`src/rtl/ysyx_220053_ifu_fetch_if.sv`:
```
// ysyx_220053_ifu_fetch_if: imem request/response plus decode/execute handshake bundle.
// master = fetch unit side, slave = memory/decode/execute side.
interface ysyx_220053_ifu_fetch_if #(parameter int XLEN = 64);
  logic            imem_req;
  logic [XLEN-1:0] imem_addr;
  logic            imem_ready;
  logic            imem_rvalid;
  logic [31:0]     imem_rdata;
  logic            imem_err;
  logic            inst_valid;
  logic            inst_ready;
  logic [31:0]     inst;
  logic [XLEN-1:0] pc;
  logic            dnpc_valid;
  logic [XLEN-1:0] dnpc;
  logic            halt;
  modport master (
    output imem_req, imem_addr, inst_valid, inst, pc,
    input  imem_ready, imem_rvalid, imem_rdata, imem_err, inst_ready, dnpc_valid, dnpc, halt
  );
  modport slave (
    input  imem_req, imem_addr, inst_valid, inst, pc,
    output imem_ready, imem_rvalid, imem_rdata, imem_err, inst_ready, dnpc_valid, dnpc, halt
  );
endinterface

```
`src/rtl/ysyx_220053_ifu_fetch.sv`:
```
// ysyx_220053_ifu_fetch: single-outstanding instruction fetch FSM owning the PC.
// Optional IFU_PERF_CNT_EN adds fetch_cnt/stall_cnt performance counters.
module ysyx_220053_ifu_fetch #(
  parameter int              XLEN     = 64,
  parameter logic [XLEN-1:0] RESET_PC = 64'h8000_0000
) (
  input  logic                       clk,
  input  logic                       rst,
  ysyx_220053_ifu_fetch_if.master    bus,
  output logic                       halted,
  output logic                       fault,
  output logic [1:0]                 fault_cause
`ifdef IFU_PERF_CNT_EN
  ,
  output logic [63:0]                fetch_cnt,
  output logic [63:0]                stall_cnt
`endif
);
  typedef enum logic [2:0] {S_REQ, S_WAIT, S_ISSUE, S_NEXT, S_HALT, S_FAULT} state_t;
  state_t          state, state_nxt;
  logic [XLEN-1:0] pc_q;
  logic [31:0]     inst_q;
  logic            rsp_ok, rsp_err, take_dnpc, misaligned;
  assign rsp_ok     = state == S_WAIT && bus.imem_rvalid && !bus.imem_err;
  assign rsp_err    = state == S_WAIT && bus.imem_rvalid && bus.imem_err;
  // a zero-wait execute returns dnpc in the same cycle decode accepts the inst
  assign take_dnpc  = bus.dnpc_valid && (state == S_NEXT || (state == S_ISSUE && bus.inst_ready));
  assign misaligned = bus.dnpc[1:0] != 2'b00;
  always_comb begin
    state_nxt = state;
    case (state)
      S_REQ:   state_nxt = bus.imem_ready ? S_WAIT : S_REQ;
      S_WAIT:  state_nxt = bus.imem_rvalid ? (bus.imem_err ? S_FAULT : S_ISSUE) : S_WAIT;
      S_ISSUE: state_nxt = bus.inst_ready ? S_NEXT : S_ISSUE;
      default: state_nxt = state;
    endcase
    if (take_dnpc) state_nxt = bus.halt ? S_HALT : (misaligned ? S_FAULT : S_REQ);
  end
  always_ff @(posedge clk or negedge rst) begin
    if (!rst) begin
      state       <= S_REQ;
      pc_q        <= RESET_PC;
      inst_q      <= '0;
      fault_cause <= 2'b00;
    end else begin
      state <= state_nxt;
      if (rsp_ok) inst_q <= bus.imem_rdata;
      if (take_dnpc && !bus.halt) pc_q <= bus.dnpc;
      if (rsp_err) fault_cause <= 2'b01;
      else if (take_dnpc && !bus.halt && misaligned) fault_cause <= 2'b10;
    end
  end
  assign bus.imem_req   = state == S_REQ;
  assign bus.imem_addr  = pc_q;
  assign bus.inst_valid = state == S_ISSUE;
  assign bus.inst       = inst_q;
  assign bus.pc         = pc_q;
  assign halted         = state == S_HALT;
  assign fault          = state == S_FAULT;
`ifdef IFU_PERF_CNT_EN
  always_ff @(posedge clk or negedge rst) begin
    if (!rst) begin
      fetch_cnt <= '0;
      stall_cnt <= '0;
    end else begin
      if (rsp_ok) fetch_cnt <= fetch_cnt + 64'd1;
      if ((state == S_REQ && !bus.imem_ready) || (state == S_WAIT && !bus.imem_rvalid)) stall_cnt <= stall_cnt + 64'd1;
    end
  end
`endif
endmodule

```
`src/flat_wrapper.sv`:
```
// flat-port wrapper written by rule: the top's interface ports become plain ports
module ysyx_220053_ifu_fetch_flat 
#(
  parameter int              XLEN     = 64,
  parameter logic [XLEN-1:0] RESET_PC = 64'h8000_0000
)
  (clk, rst, halted, fault, fault_cause, bus_imem_req, bus_imem_addr, bus_inst_valid, bus_inst, bus_pc, bus_imem_ready, bus_imem_rvalid, bus_imem_rdata, bus_imem_err, bus_inst_ready, bus_dnpc_valid, bus_dnpc, bus_halt);
  ysyx_220053_ifu_fetch_if #(.XLEN(XLEN)) bus_i ();
  input  logic clk;
  input  logic rst;
  output logic halted;
  output logic fault;
  output logic [1:0] fault_cause;
  output wire logic [$bits(bus_i.imem_req)-1:0] bus_imem_req;
  output wire logic [$bits(bus_i.imem_addr)-1:0] bus_imem_addr;
  output wire logic [$bits(bus_i.inst_valid)-1:0] bus_inst_valid;
  output wire logic [$bits(bus_i.inst)-1:0] bus_inst;
  output wire logic [$bits(bus_i.pc)-1:0] bus_pc;
  input wire logic [$bits(bus_i.imem_ready)-1:0] bus_imem_ready;
  input wire logic [$bits(bus_i.imem_rvalid)-1:0] bus_imem_rvalid;
  input wire logic [$bits(bus_i.imem_rdata)-1:0] bus_imem_rdata;
  input wire logic [$bits(bus_i.imem_err)-1:0] bus_imem_err;
  input wire logic [$bits(bus_i.inst_ready)-1:0] bus_inst_ready;
  input wire logic [$bits(bus_i.dnpc_valid)-1:0] bus_dnpc_valid;
  input wire logic [$bits(bus_i.dnpc)-1:0] bus_dnpc;
  input wire logic [$bits(bus_i.halt)-1:0] bus_halt;
  assign bus_imem_req = bus_i.imem_req;
  assign bus_imem_addr = bus_i.imem_addr;
  assign bus_inst_valid = bus_i.inst_valid;
  assign bus_inst = bus_i.inst;
  assign bus_pc = bus_i.pc;
  assign bus_i.imem_ready = bus_imem_ready;
  assign bus_i.imem_rvalid = bus_imem_rvalid;
  assign bus_i.imem_rdata = bus_imem_rdata;
  assign bus_i.imem_err = bus_imem_err;
  assign bus_i.inst_ready = bus_inst_ready;
  assign bus_i.dnpc_valid = bus_dnpc_valid;
  assign bus_i.dnpc = bus_dnpc;
  assign bus_i.halt = bus_halt;
  ysyx_220053_ifu_fetch #(.XLEN(XLEN), .RESET_PC(RESET_PC)) u_core (.clk(clk), .rst(rst), .bus(bus_i), .halted(halted), .fault(fault), .fault_cause(fault_cause));
endmodule
```
`config.mk`:
```
export PLATFORM = sky130hd
export DESIGN_NAME = ysyx_220053_ifu_fetch_flat
export DESIGN_NICKNAME = d
export VERILOG_FILES = /design/src/rtl/ysyx_220053_ifu_fetch_if.sv /design/src/rtl/ysyx_220053_ifu_fetch.sv /design/src/flat_wrapper.sv
export SDC_FILE = /design/constraint.sdc
export NUM_CORES = 1
export LEC_CHECK = 0
export CAP_MARGIN = 20
export CORE_MARGIN = 10
export CORE_UTILIZATION = 31
export CTS_CLUSTER_SIZE = 14
export DETAILED_ROUTE_END_ITERATION = 8
export GPL_TIMING_DRIVEN = 0
export MAX_ROUTING_LAYER = met4
export PLACE_DENSITY_LB_ADDON = 0.15
export SYNTH_ARGS = -nofsm -noshare
export SYNTH_HDL_FRONTEND = slang
export SYNTH_SLANG_ARGS = --single-unit
```
`constraint.sdc`:
```
create_clock -name clk -period 1.73 [get_ports clk]
set_input_delay 0.2595 -clock clk [delete_from_list [all_inputs] [get_ports clk]]
set_output_delay 0.2595 -clock clk [all_outputs]
set_load 0.005 [all_outputs]
```
# Yosys cells after proc, flatten, opt, wreduce, memory -nomap -nowiden
# Index checks and enable logic that the tools add are counted.
dict set report word_totals {
  register_bits 101
  latch_bits 0
  ram_bits 0
  romBits 0
  inputBits 104
  output_inout_bits 166
  elab_cells 33
  mem_count 0
}
dict set report op_classes {
  addsub 0
  multipliers 0
  div_mod_pow 0
  n_lt_le_gt_ge 0
  n_eq_ne 5
  n_shift 0
  muxes 10
  n_bitwise 0
  n_reduce_logical 14
}
# cell n
set ops {}
lappend ops {{$mux W3} 5}
lappend ops {{$pmux W3 S3} 1}
lappend ops {{$logic_and A1 B1 Y1} 7}
lappend ops {{$eq A3 B2 Y1 const B} 2}
lappend ops {{$eq A3 B3 Y1 const B} 2}
lappend ops {{$mux W2} 2}
lappend ops {{$reduce_bool A2 Y1} 2}
lappend ops {{$reduce_bool A4 Y1} 1}
lappend ops {{$eq A3 B1 Y1 const B} 1}
lappend ops {{$logic_not A3 Y1} 1}
lappend ops {{$logic_not A1 Y1} 2}
lappend ops {{$mux W1} 2}
lappend ops {{$logic_or A1 B1 Y1} 1}

# Depth between registers and ports, before layout
dict set report depth {
  depth_word 8
  depth_mapped 6
  ltp_nobuf 3
}

# Least setup slack after synthesis
# OpenSTA, ideal clock, no wires.
dict set report synth_path {
  kind {register -> register}
  startpoint {reg u_core.state[2]}
  endpoint {reg u_core.pc_q[10] (netlist: u_core.bus.imem_addr[10])}
  setup_time_ns 0.125
  arrival_time_ns 1.641
  required_ns 1.605
  path_slack_ns -0.036
  path_stages_with_launch 6
  period_less_slack_ns 1.766
  path_cell_list {dfrtp_1 -> nand2b_1 -> buf_2 -> nor3_4 -> buf_6 -> mux2_2}
}
dict set report synth_via {
  elab_chain_cells 5
}
# item line_no
set synth_rtl {}
lappend synth_rtl {{start: declaration} ysyx_220053_ifu_fetch.sv:20} ;# state_t state, state_nxt;
lappend synth_rtl {{start signal: assignment} ysyx_220053_ifu_fetch.sv:46} ;# state <= state_nxt;
lappend synth_rtl {{$eq A3 B2 Y1} ysyx_220053_ifu_fetch.sv:27} ;# assign take_dnpc = bus.dnpc_valid && (state == S_NEXT || (state == S_ISSUE && bus.inst_ready));
lappend synth_rtl {{$logic_and A1 B1 Y1} ysyx_220053_ifu_fetch.sv:27}
lappend synth_rtl {{$logic_or A1 B1 Y1 (*)} ysyx_220053_ifu_fetch.sv:27}
lappend synth_rtl {{$logic_and A1 B1 Y1 (*)} ysyx_220053_ifu_fetch.sv:27}
lappend synth_rtl {{$logic_and A1 B1 Y1 (*)} ysyx_220053_ifu_fetch.sv:48} ;# if (take_dnpc && !bus.halt) pc_q <= bus.dnpc;
lappend synth_rtl {{end signal: assignment} ysyx_220053_ifu_fetch.sv:48}
lappend synth_rtl {{end: declaration} ysyx_220053_ifu_fetch.sv:21} ;# logic [XLEN-1:0] pc_q;
# Every way passes the cells marked *; elsewhere a longest branch is shown, timed or not.
# A chain may end at the register's enable or synchronous reset.

# Final worst setup path
dict set report layout_path {
  startpoint {reg u_core.state[1]}
  endpoint {out bus_imem_req}
}
dict set report layout_via {
  elab_chain_cells 1
}
# item line_no
set layout_rtl {}
lappend layout_rtl {{$logic_not A3 Y1} ysyx_220053_ifu_fetch.sv:53} ;# assign bus.imem_req = state == S_REQ;
lappend layout_rtl {{end: declaration} flat_wrapper.sv:14} ;# output wire logic [$bits(bus_i.imem_req)-1:0] bus_imem_req;
# Every way passes these cells.

==> qor.txt <==
Initial antenna violation count = 0
Sequential area share after synthesis = 58.0%
FF+latch area = 0.00253 mm²
Die area = 0.0192 mm²
Global Route Usage Sum = 14.5%
1st-iter DRT viols = 113
CP max FO = 6
Fill cell count = 1,132
Worst hold path type = input pin to asynchronous set/reset pin
Grt ovf = 0
Setup Skew = 0.00840 ns
Post-DRT Antenna Nets = 0
Proportion of layout cells with a drive suffix above 1 = 33.5%
Vias per inst = 4.26
Max Clk Rate = 0.598 GHz
Tcrit/Tclk final = 96.7%
Switch Pwr = 1030 µW
Tightest Pin Transition = 0.658 ns
Avg WL per Cell = 18.0 µm
Crit end category = output pin
H-Tree Depth = 3
Final net count = 696
CP peak stage delay = 0.37 ns
Largest net degree at the start of global routing = 54
PortBufs = 269
Hold Slack = 0.486 ns
Sw Share = 20.8%
TritonCTS clock tree = built
Syn Inst Count = 299
Die height = 139 µm
Post-Route WL = 14,000 µm
Max-slew headroom = 56.1%
TritonRoute pass-1 iters = 4
Critical path class = flop to output pin
First-pass GRT wire length = 21,600 µm
Commonest non-fill, non-tap cell in the layout = clkdlybuf4s50_1
Logic pwr share = 11.3%
Slowest-stage cell, CP = dfrtp_1
Outcome = finished, final reports clean
Reg clk slew, reported paths = 0.06 ns
Vias in the first global route = 3,746
Max cap viols = 0
Setup TNS = 0 ns
Worst EP arrival = 1.41 ns
# IOs = 270
PwrDens = 636 mW/mm²
Skew-Pair Late Insertion Delay = 0.34 ns
Clk sinks = 101
# DRC = 0
Post-Syn Nets = 403
Antenna cells = 0
Vias = 3,309
Clock share of power = 39.6%
Dpl hpwl = 11,300 µm
Area delta synth->final = 78.6%
Die width = 139 µm
GPL Wtd Cong = 0.828
Crit-path cells = buf_6, buf_4, nor3_1, clkdlybuf4s15_1
Leakage power = 0.00359 µW
Final setup fails = 0
Clk buf depth = 2
Synth Cell Area = 0.00436 mm²
CTS buffer count = 9
Synth Register Bits = 101
Cell variety after synth = 25
Worst IR Drop VDD = 361 µV
Critical Path RT = 1.47 ns
Multi-input gate area = 0.00127 mm²
Avg Cell Area, Syn = 14.6 µm²
Yosys Warn Count = 0
Startpoint types = flop
Num rows = 43
Most frequent cells in the layout = clkdlybuf4s50_1, dfrtp_1, mux2_2, buf_4, clkbuf_16
Share of power burned in registers = 49.2%
RSZ-0062 raised after global routing = false
Final Non-Filler Cells = 777
Core Area = 0.0138 mm²
Tmin final = 1.67 ns
Final hold viol count = 0
Initial Utilization = 31.6%
Placed insts = 749
Final Max Slew Viols = 0
Cell-internal power = 3930 µW
Root Driver = clkbuf_16
[registers in the layout, indices dropped and copies added (netlist names)]
signal                count
u_core.fault_cause        2
u_core.state              3
u_core.bus.inst          32
u_core.bus.imem_addr     64
[critical path: cells and delay by family, from the launching register on]
kind / cells / cell delay [ns]
AND/OR/NAND/NOR: 1 / 0.17
flip-flops: 1 / 0.37
buffers and inverters: 3 / 0.54
[power by group through the flow]
stage / Clock (µW) / Sequential (µW) / Combinational [µW]
final: 1960 / 2440 / 558
after global routing: 2130 / 2440 / 600
after CTS: 2020 / 2440 / 569
after detailed placement: 0 / 2480 / 564
after global placement: 0 / 2480 / 552
after floorplan: 0 / 2480 / 100
[cells by family after synthesis]
kind of cell | share of synthesized area, %
DFF | 58.0
muxes | 25.0
and+or+nand+nor | 2.27
AOI/OAI and AO/OA | 1.38
buffers and inverters | 13.4
[cell usage after synthesis (all sizes together)]
library cell / n / area [µm²]
a211oi: 1 / 7.51
a21oi: 1 / 5.00
a2bb2oi: 1 / 8.76
buf: 75 / 576
dfrtp: 100 / 2500
dfstp: 1 / 26.3
inv: 2 / 7.51
mux2: 97 / 1090
nand2: 2 / 7.51
nand2b: 1 / 6.26
nor2: 2 / 7.51
nor3: 6 / 41.3
nor3b: 1 / 7.51
nor4: 1 / 12.5
nor4bb: 1 / 10.0
o21a: 1 / 7.51
o21ai: 3 / 15.0
o21bai: 1 / 7.51
o22a: 1 / 8.76
or3: 1 / 6.26
[per-layer routing]
layer,GRT usage [%],wire (µm),vias up
li1,-,-,1556
met1,16.8,5920,1551
met2,22.2,6340,185
met3,6.37,1450,17
met4,4.94,250,0
met5,-,0,-
[final cells by class]
cell class                      count  area share, %
Clock buffer                       11           2.99
Clock inverter                      5          0.674
Tap cell                          180           2.89
Multi-Input combinational cell    121           16.3
Buffer                             74           8.01
Timing Repair Buffer              283           36.5
Inverter                            2         0.0963
Sequential cell                   101           32.5
[what timing repair did]
action                     CTS  global route
hold endpoints to repair    48             0
setup endpoints to repair   98            85
pin swaps                    1             2
hold buffers                 1             0
resized for setup           11            15
cloned                       0             1
setup buffers                3             8
[per-stage QoR]
stage,utilization (%),cell area [µm²],worst slack (ns),total power (µW)
finish,56.4,7790,0.0577,4960
detailed placement,52.9,7320,-0.577,3050
CTS,55.4,7660,-0.00165,5030
floorplan,-,4380,-0.0217,2580
global placement,52.8,7290,-3.47,3030
global route,56.4,7790,0.00419,5170
[worst paths after layout]
| path | startpoint | end | slack (ns) | cells after the start |
|---|---|---|---|---|
| min in group clk | u_core.fault_cause[1] | u_core.fault_cause[1] | 0.50 | 1 |
| worst min-delay path | rst | u_core.bus.imem_addr[10] | 0.49 | 2 |
| worst min register to register | u_core.fault_cause[1] | u_core.fault_cause[1] | 0.50 | 1 |
| worst max register to register | u_core.state[2] | u_core.bus.inst[9] | 0.10 | 6 |
| max in group asynchronous | rst | u_core.bus.imem_addr[31] | 0.51 | 3 |
| worst max-delay path | u_core.state[1] | bus_imem_req | 0.06 | 4 |
Power figures use the tool's default switching activity.
